<file path="src/rtl/div_unit.sv">
// div_unit: multi-cycle restoring divider for the EX stage (DIV/DIVU).
// Produces one quotient bit per cycle and holds the EX stall request
// until the registered {remainder, quotient} result is presented.
module div_unit #(
  parameter int WIDTH = 32
) (
  input  logic               clk,
  input  logic               rst_n,
  input  logic               start_i,
  input  logic               annul_i,
  input  logic               signed_div_i,
  input  logic [WIDTH-1:0]   opdata1_i,
  input  logic [WIDTH-1:0]   opdata2_i,
  output logic [2*WIDTH-1:0] result_o,
  output logic               ready_o,
  output logic               stallreq_o
);

  localparam int CW = $clog2(WIDTH);

  typedef enum logic [1:0] {S_IDLE, S_DIVZERO, S_ON, S_END} state_t;

  state_t           state;
  logic [CW-1:0]    cnt;
  logic [WIDTH-1:0] rem, quo, dvs;
  logic             q_neg, r_neg;

  logic [WIDTH-1:0] abs1, abs2;
  logic [WIDTH:0]   shifted, diff;
  logic             ge;
  logic [WIDTH-1:0] rem_nxt, quo_nxt;

  // Operand magnitudes and one restoring step on {rem, quo}.
  // The most-negative value keeps its bit pattern, which reads
  // correctly as an unsigned magnitude.
  always_comb begin
    abs1    = (signed_div_i & opdata1_i[WIDTH-1]) ? -opdata1_i : opdata1_i;
    abs2    = (signed_div_i & opdata2_i[WIDTH-1]) ? -opdata2_i : opdata2_i;
    shifted = {rem, quo[WIDTH-1]};
    diff    = shifted - {1'b0, dvs};
    ge      = shifted >= {1'b0, dvs};
    rem_nxt = ge ? diff[WIDTH-1:0] : shifted[WIDTH-1:0];
    quo_nxt = {quo[WIDTH-2:0], ge};
  end

  // The pipeline stays frozen until the result cycle.
  assign stallreq_o = start_i & ~ready_o;

  // Control FSM and datapath registers; result and ready are registered
  // on the transition into S_END.
  always_ff @(posedge clk or negedge rst_n) begin
    if (!rst_n) begin
      state    <= S_IDLE;
      cnt      <= '0;
      rem      <= '0;
      quo      <= '0;
      dvs      <= '0;
      q_neg    <= 1'b0;
      r_neg    <= 1'b0;
      result_o <= '0;
      ready_o  <= 1'b0;
    end else begin
      case (state)
        S_IDLE: begin
          ready_o <= 1'b0;
          if (start_i & ~annul_i) begin
            rem   <= '0;
            quo   <= abs1;
            dvs   <= abs2;
            cnt   <= '0;
            q_neg <= signed_div_i & (opdata1_i[WIDTH-1] ^ opdata2_i[WIDTH-1]);
            r_neg <= signed_div_i & opdata1_i[WIDTH-1];
            state <= (opdata2_i == '0) ? S_DIVZERO : S_ON;
          end
        end
        S_DIVZERO: begin
          if (annul_i) begin
            state <= S_IDLE;
          end else begin
            result_o <= '0;
            ready_o  <= 1'b1;
            state    <= S_END;
          end
        end
        S_ON: begin
          if (annul_i) begin
            state <= S_IDLE;
          end else begin
            rem <= rem_nxt;
            quo <= quo_nxt;
            cnt <= cnt + 1'b1;
            if (cnt == CW'(WIDTH-1)) begin
              result_o <= {(r_neg ? -rem_nxt : rem_nxt),
                           (q_neg ? -quo_nxt : quo_nxt)};
              ready_o  <= 1'b1;
              state    <= S_END;
            end
          end
        end
        default: begin
          // Result cycle: start_i is ignored so the parked instruction
          // is not accepted a second time.
          ready_o <= 1'b0;
          state   <= S_IDLE;
        end
      endcase
    end
  end

endmodule

</file>
<file path="config.mk">
export PLATFORM = sky130hd
export DESIGN_NAME = div_unit
export DESIGN_NICKNAME = d
export VERILOG_FILES = /design/src/rtl/div_unit.sv
export SDC_FILE = /design/constraint.sdc
export NUM_CORES = 1
export LEC_CHECK = 0
export ABC_AREA = 1
export ABC_CLOCK_PERIOD_IN_PS = 4300
export CAP_MARGIN = 20
export CORE_MARGIN = 5
export CORE_UTILIZATION = 40
export DETAILED_ROUTE_END_ITERATION = 6
export DONT_BUFFER_PORTS = 1
export PLACE_DENSITY_LB_ADDON = 0.05
export SLEW_MARGIN = 10
export SYNTH_ARGS = -nofsm -noshare
export SYNTH_HDL_FRONTEND = slang
export SYNTH_SLANG_ARGS = --single-unit
export TNS_END_PERCENT = 20
</file>
<file path="constraint.sdc">
create_clock -name clk -period 4.3 [get_ports clk]
set_input_delay 0.86 -clock clk [delete_from_list [all_inputs] [get_ports clk]]
set_output_delay 0.86 -clock clk [all_outputs]
set_load 0.05 [all_outputs]
</file>
==> impl_metrics.env <==
export IMPL_outcome="completed"
export IMPL_setup_viol_count_final=0
export IMPL_start_util_pct=40.1
export IMPL_cts_tree="done"
export IMPL_avgViaCountPerCell=5.18
export IMPL_fin_crit_ps=3830
export IMPL_antenna_found_initial=3
export IMPL_skew_ps=14.1
export IMPL_holdCritPathClass="primary input to async pin"
export IMPL_synth_area_leaders="dfrtp_1 33%, nand2_1 17%, inv_1 7.1%, o21ai_0 6.6%, nand3_1 4.7%"
export IMPL_yosysSeqAreaShare_pct=32.8
export IMPL_required_ps=4700
export IMPL_synth_top_area_cell="dfrtp_1"
export IMPL_synthToLayoutAreaGrowth_pct=8.11
export IMPL_slew_violations=0
export IMPL_crit_type="register to register"
export IMPL_drc=0
export IMPL_clock_root_buffer="clkbuf_16"
export IMPL_finalWorstSetupSlack_ps=466
export IMPL_grt_pass1_vias=12339
export IMPL_fin_crit_sh_pct=89.2
export IMPL_maxCapViolCount=0
export IMPL_vias=12366
export IMPL_rows=66
export IMPL_tightest_slew_ps=896
export IMPL_multi_input_area_um2=7490
export IMPL_hpwl_mm=35.9
export IMPL_num_antenna_cells=0
export IMPL_die_area_um2=36100
export IMPL_ant_nets=0
export IMPL_coreArea_um2=32300
export IMPL_slew_headroom_pct=40.2
export IMPL_drive_above_1_share_pct=8.79
export IMPL_synth_top_area_share_pct=32.8
export IMPL_die_w_um=190
export IMPL_cp_max_fo=5
export IMPL_clkTransAtPathRegs_ps=80
export IMPL_postCtsHoldBufs=0
export IMPL_async_flop_share_pct=100
export IMPL_synth_cell_types=53
export IMPL_avgSynthCellArea_um2=6.65
export IMPL_syn_nets=2060
export IMPL_portBuffers=0
export IMPL_clk_path_buf_depth=2
export IMPL_groute_usage_overall_pct=25.8
export IMPL_synth_edff_count=0
export IMPL_wl_per_cell_um=19.4
export IMPL_drt_wl_total_mm=46.4
export IMPL_place_gp_congestion=0.954
export IMPL_clock_sinks=170
export IMPL_overflow=0
export IMPL_synth_flop_cell="dfrtp_1"
export IMPL_finalHoldViolCount=0
export IMPL_seq_area_um2=4250
export IMPL_fillCellCount=3474
export IMPL_cts_inserted_buffers=17
export IMPL_synth_common_cells="595 x nand2_1, 245 x inv_1, 171 x o21ai_0"
export IMPL_yosys_warnings=0
export IMPL_drt_pass1_iter_count=5
export IMPL_synthesis_area_um2=13000
export IMPL_die_y_um=190
export IMPL_start_kind="register"
export IMPL_clkLatencyLatePin_ps=460
export IMPL_ios=135
export IMPL_cp_data_arrival_time_ps=4230
export IMPL_final_nets=2044
export IMPL_synthCells=1948
export IMPL_end_kind="register"
export IMPL_dp_slack_ps=315
export IMPL_grt_setup_unrepaired="no"
export IMPL_final_setup_tns_ps=0
export IMPL_ys_seq_elements=170
export IMPL_yosysMostFrequentCell="nand2_1"
export IMPL_max_freq_mhz=261
export IMPL_drtIter0Drc=843
export IMPL_htreeDepth=4
export IMPL_grt_max_degree=171
export IMPL_grt_pass1_wl_mm=71.4
[timing repair]
item,4_1_cts,5_1_grt
setup buffers,0,1
resized for setup,0,10
setup endpoints to repair,0,3
[through the flow]
| step | cell area (um^2) | hold slack, ps | instances | utilization (%) |
|---|---|---|---|---|
| after floorplan | 13000 | 453 | 1948 | - |
| after global placement | 13400 | 468 | 2354 | 41.5 |
| after detailed placement | 13400 | 473 | 2354 | 41.5 |
| after CTS | 14000 | 78.5 | 2386 | 43.3 |
| after global routing | 14000 | 79.9 | 2387 | 43.4 |
| final | 14000 | 89.6 | 2387 | 43.4 |
[final timing paths]
kind	startpoint	end	slack [ps]	cells after the start
max reg2reg	rem[17]	result_o[30]	470	26
min reg2reg	dvs[7]	dvs[7]	490	2
min in group clk	dvs[7]	dvs[7]	490	2
max	rem[17]	result_o[30]	470	26
max in group asynchronous	rst_n	dvs[13]	3720	0
min	rst_n	dvs[15]	90	0
[worst max-delay path, stage by stage, from the launching register on]
cell and delay [ps]:
dfrtp_1 410, ha_1 410, nand2_1 100, nand2_1 70, nand2_1 60, nand2_1 90
nand2_1 70, nand2_1 60, nand2_1 100, nand3_4 110, a21oi_4 190, ha_2 220
nand3_1 110, nor3_2 240, nand2_1 130, nor3_2 150, inv_1 90, nor2_2 120
nand3_1 130, nand2_1 120, nand2_2 90, inv_2 100, nand2_1 70, or2_0 240
a21oi_1 130, o21ai_1 80, nand2_1 60
[registers in the layout (all words and copies together), names as in the netlist, 2 cells and up]
signal / count
state: 2
rem: 32
dvs: 32
quo: 32
cnt: 5
result_o: 64
[per-layer routing]
metal / global-route usage (%) / share of wire (%) / vias up
met5: 0 / 0.075 / -
met4: 8.79 / 3.1 / 6
met3: 4.97 / 5.7 / 63
met2: 41.1 / 45 / 318
met1: 35.3 / 46 / 5746
li1: - / - / 6233
[cells in the final DEF (no fill, tap or decap), types with 4 or more instances in the layout]
cell type and count:
a21oi_1 88, buf_4 22, clkbuf_16 17, clkinv_1 5, dfrtp_1 170, ha_1 39, inv_1 244, inv_2 7
inv_8 5, nand2_1 593, nand2_2 43, nand2_4 6, nand3_1 121, nand3_2 8, nand3b_1 5, nand4_1 20
nor2_1 148, nor2_2 16, nor2_4 9, nor3_1 33, nor4_1 8, o211ai_1 15, o21ai_0 170, o21ai_1 15
o21ai_2 4, o221ai_1 8, o22ai_1 4, o31ai_1 10, or2_2 9, xnor2_1 12, xor2_1 43
[cell families (layout without fill, tap and decap cells)]
| kind of cell | after synthesis | in the layout | share of synthesized area [%] |
|---|---|---|---|
| simple gates | 1037 | 1037 | 35.6 |
| compound gates | 329 | 329 | 14.0 |
| buf+inv | 314 | 311 | 9.69 |
| flops | 170 | 170 | 32.8 |
| xor+xnor | 55 | 55 | 3.72 |
| fa+ha+maj | 43 | 43 | 4.21 |
[cell type report]
class | count | area share (%)
Inverter | 257 | 6.92
Timing Repair Buffer | 22 | 1.18
Clock buffer | 17 | 3.04
Multi-Input combinational cell | 1464 | 53.5
Sequential cell | 170 | 30.4
Tap cell | 442 | 3.95
Clock inverter | 15 | 1.09
Power is not shown: default switching activity piles up to over one toggle a cycle in this logic, so the estimate is an artifact.
